`src/rtl/multicycle_cu.sv`:
```
// Multi-cycle MIPS control unit: FETCH/DECODE/EXEC/MEM/WB sequencer with memory timeout.
// Define MULTICYCLE_CU_PERF_EN to add the instret/stall_cnt performance counters.
`timescale 1ns/1ps
module multicycle_cu #(
    parameter int MEM_TIMEOUT = 15,
    parameter int CNT_W       = 4
) (
    input  logic        clk,
    input  logic        rst_n,
    input  logic [5:0]  opcode,
    input  logic [5:0]  funct,
    input  logic        zero,
    input  logic        mem_ready,
    output logic        mem_req,
    output logic        mem_we,
    output logic        ir_we,
    output logic        pc_we,
    output logic [1:0]  pc_src,
    output logic        reg_we,
    output logic [1:0]  reg_dst,
    output logic [1:0]  to_reg,
    output logic        alu_src_a,
    output logic        alu_src_b,
    output logic        ext_sign,
    output logic [3:0]  alu_op,
    output logic [1:0]  mem_byte,
    output logic        mem_sign,
`ifdef MULTICYCLE_CU_PERF_EN
    output logic [31:0] instret,
    output logic [31:0] stall_cnt,
`endif
    output logic [2:0]  state,
    output logic        fault
);

    typedef enum logic [2:0] {
        S_IDLE   = 3'd0,
        S_FETCH  = 3'd1,
        S_DECODE = 3'd2,
        S_EXEC   = 3'd3,
        S_MEM    = 3'd4,
        S_WB     = 3'd5,
        S_FAULT  = 3'd7
    } state_t;

    state_t           state_q, state_d;
    logic [CNT_W-1:0] cnt_q, cnt_d;
    logic             fault_q, fault_d;

    logic       dec_legal, dec_src_a, dec_src_b, dec_ext, dec_msign;
    logic [3:0] dec_alu_op;
    logic [1:0] dec_dst, dec_to_reg, dec_mbyte;
    logic       is_load, is_store, is_beq, is_bne, is_jump, is_jreg, is_link;
    logic       timeout, sel_en;

    always_comb begin : decode
        dec_legal  = 1'b1;
        dec_src_a  = 1'b0;
        dec_src_b  = 1'b0;
        dec_ext    = 1'b0;
        dec_msign  = 1'b0;
        dec_alu_op = 4'b0000;
        dec_dst    = 2'd0;
        dec_to_reg = 2'd0;
        dec_mbyte  = 2'b00;
        is_load    = 1'b0;
        is_store   = 1'b0;
        is_beq     = 1'b0;
        is_bne     = 1'b0;
        is_jump    = 1'b0;
        is_jreg    = 1'b0;
        is_link    = 1'b0;
        case (opcode)
            6'h00: begin
                case (funct)
                    6'h00: begin dec_alu_op = 4'b1010; dec_src_a = 1'b1; end
                    6'h02: begin dec_alu_op = 4'b1100; dec_src_a = 1'b1; end
                    6'h03: begin dec_alu_op = 4'b1101; dec_src_a = 1'b1; end
                    6'h08: is_jreg = 1'b1;
                    6'h09: begin is_jreg = 1'b1; is_link = 1'b1; end
                    6'h20: dec_alu_op = 4'b0000;
                    6'h21: dec_alu_op = 4'b1000;
                    6'h22: dec_alu_op = 4'b0001;
                    6'h23: dec_alu_op = 4'b1001;
                    6'h24: dec_alu_op = 4'b0010;
                    6'h25: dec_alu_op = 4'b0011;
                    6'h26: dec_alu_op = 4'b0100;
                    6'h27: dec_alu_op = 4'b0101;
                    6'h2A: dec_alu_op = 4'b0110;
                    6'h2B: dec_alu_op = 4'b0111;
                    default: dec_legal = 1'b0;
                endcase
            end
            6'h02: is_jump = 1'b1;
            6'h03: begin is_jump = 1'b1; is_link = 1'b1; end
            6'h04: begin is_beq = 1'b1; dec_alu_op = 4'b0001; end
            6'h05: begin is_bne = 1'b1; dec_alu_op = 4'b0001; end
            6'h08: begin dec_alu_op = 4'b0000; dec_src_b = 1'b1; dec_ext = 1'b1; end
            6'h09: begin dec_alu_op = 4'b1000; dec_src_b = 1'b1; dec_ext = 1'b1; end
            6'h0A: begin dec_alu_op = 4'b0110; dec_src_b = 1'b1; dec_ext = 1'b1; end
            6'h0B: begin dec_alu_op = 4'b0111; dec_src_b = 1'b1; dec_ext = 1'b1; end
            6'h0C: begin dec_alu_op = 4'b0010; dec_src_b = 1'b1; end
            6'h0D: begin dec_alu_op = 4'b0011; dec_src_b = 1'b1; end
            6'h0E: begin dec_alu_op = 4'b0100; dec_src_b = 1'b1; end
            6'h0F: begin dec_alu_op = 4'b1011; dec_src_b = 1'b1; end
            6'h20, 6'h21, 6'h23, 6'h24, 6'h25: is_load = 1'b1;
            6'h28, 6'h29, 6'h2B: is_store = 1'b1;
            default: dec_legal = 1'b0;
        endcase
        // Access size comes from opcode[1:0]: 00 byte, 01 half, 11 word.
        if (is_load || is_store) begin
            dec_src_b = 1'b1;
            dec_ext   = 1'b1;
            case (opcode[1:0])
                2'b00:   dec_mbyte = 2'b11;
                2'b01:   dec_mbyte = 2'b10;
                default: dec_mbyte = 2'b00;
            endcase
        end
        dec_msign = is_load & ~opcode[2];
        if (is_load) dec_to_reg = 2'd1;
        if (is_link) begin
            dec_dst    = 2'd2;
            dec_to_reg = 2'd2;
        end else if (dec_legal && opcode != 6'h00) begin
            dec_dst = 2'd1;
        end
    end

    assign timeout = (cnt_q == CNT_W'(MEM_TIMEOUT));
    assign sel_en  = (state_q != S_IDLE) && (state_q != S_FAULT);

    // mem_req stays high in FETCH/MEM until the cycle mem_ready is seen; that cycle completes the access.
    always_comb begin : fsm_next
        state_d = state_q;
        cnt_d   = cnt_q;
        fault_d = fault_q;
        mem_req = 1'b0;
        mem_we  = 1'b0;
        ir_we   = 1'b0;
        pc_we   = 1'b0;
        pc_src  = 2'd0;
        reg_we  = 1'b0;
        case (state_q)
            S_IDLE: begin
                cnt_d   = '0;
                state_d = S_FETCH;
            end
            S_FETCH: begin
                mem_req = 1'b1;
                if (mem_ready) begin
                    ir_we   = 1'b1;
                    pc_we   = 1'b1;
                    cnt_d   = '0;
                    state_d = S_DECODE;
                end else if (timeout) begin
                    state_d = S_FAULT;
                end else begin
                    cnt_d = cnt_q + CNT_W'(1);
                end
            end
            S_DECODE: begin
                if (!dec_legal) begin
                    state_d = S_FAULT;
                end else if (is_jump || is_jreg) begin
                    pc_we   = 1'b1;
                    pc_src  = is_jump ? 2'd2 : 2'd3;
                    reg_we  = is_link;
                    state_d = S_FETCH;
                end else begin
                    state_d = S_EXEC;
                end
            end
            S_EXEC: begin
                if (is_beq || is_bne) begin
                    pc_we   = (is_beq & zero) | (is_bne & ~zero);
                    pc_src  = 2'd1;
                    state_d = S_FETCH;
                end else if (is_load || is_store) begin
                    state_d = S_MEM;
                end else begin
                    state_d = S_WB;
                end
            end
            S_MEM: begin
                mem_req = 1'b1;
                mem_we  = is_store;
                if (mem_ready) begin
                    cnt_d   = '0;
                    state_d = is_load ? S_WB : S_FETCH;
                end else if (timeout) begin
                    state_d = S_FAULT;
                end else begin
                    cnt_d = cnt_q + CNT_W'(1);
                end
            end
            S_WB: begin
                reg_we  = 1'b1;
                state_d = S_FETCH;
            end
            S_FAULT: state_d = S_FAULT;
            default: state_d = S_FAULT;
        endcase
        if (state_d == S_FAULT) fault_d = 1'b1;
    end

    always_comb begin : selects
        alu_op    = 4'b0000;
        alu_src_a = 1'b0;
        alu_src_b = 1'b0;
        ext_sign  = 1'b0;
        reg_dst   = 2'd0;
        to_reg    = 2'd0;
        mem_byte  = 2'b00;
        mem_sign  = 1'b0;
        if (sel_en) begin
            alu_op    = dec_alu_op;
            alu_src_a = dec_src_a;
            alu_src_b = dec_src_b;
            ext_sign  = dec_ext;
            reg_dst   = dec_dst;
            to_reg    = dec_to_reg;
            mem_byte  = dec_mbyte;
            mem_sign  = dec_msign;
        end
    end

    always_ff @(posedge clk or negedge rst_n) begin
        if (!rst_n) begin
            state_q <= S_IDLE;
            cnt_q   <= '0;
            fault_q <= 1'b0;
        end else begin
            state_q <= state_d;
            cnt_q   <= cnt_d;
            fault_q <= fault_d;
        end
    end

    assign state = state_q;
    assign fault = fault_q;

`ifdef MULTICYCLE_CU_PERF_EN
    logic [31:0] instret_q, stall_q;
    logic        retire, stall;

    assign retire = (state_d == S_FETCH) &&
                    (state_q inside {S_DECODE, S_EXEC, S_MEM, S_WB});
    assign stall  = ((state_q == S_FETCH) || (state_q == S_MEM)) && !mem_ready;

    always_ff @(posedge clk or negedge rst_n) begin
        if (!rst_n) begin
            instret_q <= '0;
            stall_q   <= '0;
        end else begin
            if (retire) instret_q <= instret_q + 32'd1;
            if (stall)  stall_q   <= stall_q + 32'd1;
        end
    end

    assign instret   = instret_q;
    assign stall_cnt = stall_q;
`endif

endmodule

```
`config.mk`:
```
export PLATFORM = sky130hd
export DESIGN_NAME = multicycle_cu
export DESIGN_NICKNAME = d
export VERILOG_FILES = /design/src/rtl/multicycle_cu.sv
export SDC_FILE = /design/constraint.sdc
export NUM_CORES = 1
export LEC_CHECK = 0
export ABC_AREA = 1
export CORE_ASPECT_RATIO = 1.5
export CORE_MARGIN = 1
export CORE_UTILIZATION = 41
export DETAILED_ROUTE_END_ITERATION = 16
export GPL_TIMING_DRIVEN = 1
export PLACE_DENSITY = 0.79
export SLEW_MARGIN = 10
export SYNTH_ARGS = -nofsm -noshare
export SYNTH_HDL_FRONTEND = slang
export SYNTH_SLANG_ARGS = --single-unit
```
`constraint.sdc`:
```
create_clock -name clk -period 1.63 [get_ports clk]
set_clock_uncertainty 0.2 [all_clocks]
set_input_delay 0.163 -clock clk [delete_from_list [all_inputs] [get_ports clk]]
set_output_delay 0.163 -clock clk [all_outputs]
set_load 0.03 [all_outputs]
```
==> reports/metrics.csv, run 1 <==
stage,metric,value,unit
timing,grt repair worst endpoint,alu_src_b,
status,tool error,"[ERROR DPL-0038] Utilization greater than 100%, impossible to legalize",
floorplanning,Starting Density,0.431,
synthesis,yosys synthesis warning count,0,
status,status,stopped before the end,
cts,Sink Count,8,
synthesis,Mapped Nets,211,
placed_design,dpl cells,325,
synthesis,Synth Register Bits,8,
floorplanning,I/O Pins,41,
synthesis,post-synthesis cell count,194,
synthesis,post-synthesis average cell area,5.95,sq um
synthesis,register area share after synthesis,0.174,
status,last flow stage reached,5_1_grt,
placed_design,dpl ws,-916,ps
cts,Root Buffer,clkbuf_8,
cts,CTS Buf Count,3,
synthesis,Async SR Flop Fraction,1.00,
timing,worst endpoint type,primary output,
floorplanning,Die Y,67.0,um
synthesis,Post-synth EDFFs,0,
cts,deepest clock path buffer count,2,
synthesis,Unique masters post-synth,32,
placed_design,routability congestion estimate from global placement,0.900,
placed_design,dpl hpwl,3.49,mm
placed_design,IO Port Bufs,40,
synthesis,Post-synth top flop,dfrtp_1,
global_route,largest net degree at the start of global routing,9,
synthesis,Mapped Area,1150,sq um
cts,H-Tree Depth,1,
floorplanning,Std-Cell Rows,23,
floorplanning,die width,45.3,um
## synthesized netlist by cell type, types with 4 or more instances
cell type	instances	area (sq um)
nand2_1	32	120
a21oi_1	15	75.1
nor2_1	31	116
nor3_1	6	30.0
o21ai_0	7	35.0
nand2_2	4	25.0
dfrtp_1	8	200
inv_1	28	105
nor2_2	8	50.1
inv_2	4	15.0
nand3_2	4	40.0
nand3_1	18	90.1
## what timing repair did
action	CTS
resized for setup	106
endpoints found under the setup margin	31
buffers inserted	12
hold buffers	0
pin swaps	22
## cells by family after synthesis
kind of cell	after synthesis	share of synthesized area
AO/OA/AOI/OAI	32	0.161
flip-flops	8	0.174
XOR/XNOR	1	0.00759
AND/OR/NAND/NOR	115	0.503
adder cells (fa/ha/maj)	1	0.0108
buffers and inverters	37	0.144
## stage by stage
step | hold slack [ps] | area [sq um] | utilization
CTS | 7.24 | 2560 | 0.957
detailed placement | 252 | 2140 | 0.799
global placement | 253 | 2140 | 0.799
floorplan | -333 | 1340 | -
==> run 2: changes to the inputs <==
CORE_AREA = 2 2 63 65   (was unset)
CORE_ASPECT_RATIO = unset   (was 1.5)
CORE_MARGIN = unset   (was 1)
CORE_UTILIZATION = unset   (was 41)
DIE_AREA = 0 0 65 67   (was unset)
PLACE_DENSITY = unset   (was 0.79)
PLACE_DENSITY_LB_ADDON = 0.15   (was unset)
clock period = 2.1 ns   (was 1.63 ns; I/O delays follow)
==> reports/metrics.csv, run 2 <==
stage,metric,value,unit
floorplanning,Starting Density,0.320,
placed_design,IO Port Bufs,40,
synthesis,Unique masters post-synth,32,
timing,Least-Margin Pin Slew,371,ps
synthesis,top-area cell type share of the netlist area,0.174,
cts,hold_buf cts,0,
synthesis,Mapped Nets,211,
layout,fill cell count,352,
layout,non-filler cells in the finished layout,334,
global_route,Tot GR Track Use,0.167,
synthesis,Mapped Area,1150,sq um
layout,antenna cells,0,
layout,layout cells sized above 1,0.448,
synthesis,yosys synthesis warning count,0,
status,status,"complete, no violations",
power_and_ir_drop,VDD IR max,0.158,mV
floorplanning,I/O Pins,41,
global_route,met1 track demand over resource,0.202,
timing,Final Hold Vio Count,0,
critical_path,startpoint class of the critical path,register,
hold_path,Hold WC Path Type,in -> async,
layout,Final Instance Area,2110,sq um
layout,max reg flops,4,
synthesis,Post-synth top flop,dfrtp_1,
placed_design,dpl cells,325,
critical_path,cell repeated most along the worst path,buf_4,
global_route,global routing's busiest layer,met2,
layout,"commonest non-fill, non-tap cell in the layout",buf_4,
global_route,gr ovfl total,0,
synthesis,post-synthesis cell count,194,
routing,drt via density,4.69,
floorplanning,Die ar.,4360,sq um
critical_path,max incr delay on CP,440,ps
critical_path,slowest CP cell,dfrtp_1,
layout,Synth-to-Final Area Change,82.8,%
routing,post-DR wirelength/cell,11.0,um
routing,via count,1567,
global_route,met3 Use GR,0.0389,
global_route,largest net degree at the start of global routing,13,
power_and_ir_drop,Leak Pwr,1.13,nW
layout,register cell area after layout,200,sq um
placed_design,placed cell areas,1910,sq um
floorplanning,Std-Cell Rows,22,
synthesis,top post-synthesis cells by count,"32 x nand2_1, 31 x nor2_1, 28 x inv_1",
cts,deepest clock path buffer count,2,
cts,CTS Buf Count,3,
placed_design,routability congestion estimate from global placement,0.873,
timing,relative slew slack,0.752,
critical_path,"delay-heaviest family, CP",buffers and inverters,
global_route,antenna violations before repair,0,
timing,Max Freq,488,MHz
cts,Root Buffer,clkbuf_8,
cts,H-Tree Depth,1,
timing,setup violators final,0,
cts,Worst-path clk slew,40,ps
placed_design,dpl hpwl,2.89,mm
global_route,met2 GRT Util,0.303,
synthesis,post-synthesis average cell area,5.95,sq um
cts,TritonCTS clock tree,done,
critical_path,Critical Path RT,1690,ps
layout,most frequent cells in the layout,"65 x buf_4, 28 x inv_1, 28 x nand2_1",
timing,fin crit share,0.976,
critical_path,Setup crit end kind,output pin,
layout,final net count,305,
synthesis,register area share after synthesis,0.174,
cts,latest clock arrival within the worst-skew pair,230,ps
critical_path,Crit path arrival time,1640,ps
critical_path,crit-path max FO,7,
synthesis,Synth Register Bits,8,
routing,DRC Markers,0,
routing,initial DRC count,79,
global_route,first-pass GRT wire length,5.74,mm
floorplanning,die width,65,um
timing,RSZ-0062 raised after global routing,true,
synthesis,Post-synth EDFFs,0,
routing,DRT Wirelength,3.66,mm
critical_path,"Buf+Inv Stages, Crit Path",4,
synthesis,most common cell in the netlist,nand2_1,
critical_path,type of the worst setup path,reg -> out,
timing,max-slew violation count,0,
routing,Routed Antenna Nets,0,
power_and_ir_drop,cell area power density,235,nW/um^2
floorplanning,Die Y,67,um
floorplanning,core box area,3610,sq um
job,max capacitance violation total,0,
synthesis,Yosys top cell by area,dfrtp_1,
routing,DRT Pass-1 Iters,4,
synthesis,ranking of synthesized cells by area,"dfrtp_1 17%, nand2_1 10%, nor2_1 10%",
layout,Multi-input gate area,892,sq um
layout,Biggest register,cnt_q,
critical_path,worst path cell trace,inv_1 > nand2_1 > o21ai_2 > buf_6 > buf_4 > nor3_1 > buf_4,
synthesis,Async SR Flop Fraction,1.00,
global_route,vias in the first global route,1388,
cts,Sink Count,8,
timing,minimum clock period,2050,ps
-- run 2: cell counts after synthesis --
Identical to the previous run, type by type.
-- run 2: worst reg2reg max path, stage by stage (launching register included) --
cell,delay (ps)
dfrtp_1,440
inv_1,160
nand3_2,100
buf_4,150
nand2_2,80
nand2_4,70
o21ai_2,170
inv_2,90
nand3_1,90
o21ai_2,50
-- run 2: worst paths after layout --
check                               from          end  slack [ps]  cells past startpoint
min in group clk                   fault        fault         290                      2
worst min-delay path               rst_n     cnt_q[2]          60                      1
max in group asynchronous          rst_n     state[1]        1370                      1
worst min register to register     fault        fault         290                      2
worst max-delay path            state[2]  mem_byte[1]          50                      7
worst max register to register  state[2]     cnt_q[0]         390                      9
-- run 2: cell type report --
| class | instances | area share |
|---|---|---|
| flip-flops and latches | 8 | 0.0950 |
| well taps | 48 | 0.0285 |
| inverters | 32 | 0.0570 |
| repair buffers | 94 | 0.377 |
| multi-input cells | 149 | 0.423 |
| clock buffers | 3 | 0.0196 |
-- run 2: kinds of logic (layout without fill, tap and decap cells) --
family	count (synthesis)	in the layout	synth area share
AO/OA/AOI/OAI	32	32	0.161
XOR/XNOR	1	1	0.00759
adder cells (fa/ha/maj)	1	1	0.0108
buffers and inverters	37	129	0.144
flip-flops	8	8	0.174
AND/OR/NAND/NOR	115	115	0.503
-- run 2: timing repair --
item	in CTS	in global routing
gates resized for setup	14	31
pin swaps	3	9
buffers inserted	0	6
endpoints found under the setup margin	8	15
-- run 2: stage by stage --
step                      setup TNS, ps  worst slack, ps  hold slack, ps  power (mW)  utilization
final                                 0             49.5            64.6       0.496        0.585
after global routing              -75.8            -38.7             107       0.526        0.585
after CTS                          -137            -55.1            75.6       0.490        0.546
after detailed placement           -738             -403             286       0.306        0.529
after global placement             -731             -383             262       0.306        0.529
after floorplan                    -343             -165            -286       0.218            -
-- run 2: where the power goes --
part,internal [mW],switching [mW]
sequential,0.155,0
combinational,0.0783,0.0808
clock,0.124,0.0579
-- run 2: per-layer routing --
layer	up-vias	part of all wire	wire, um
met2	47	0.49	1810
met3	2	0.058	211
li1	814	-	-
met5	-	0	0
met1	704	0.44	1620
met4	0	0.0057	21
Note: power is estimated with default switching activity, not from simulation.
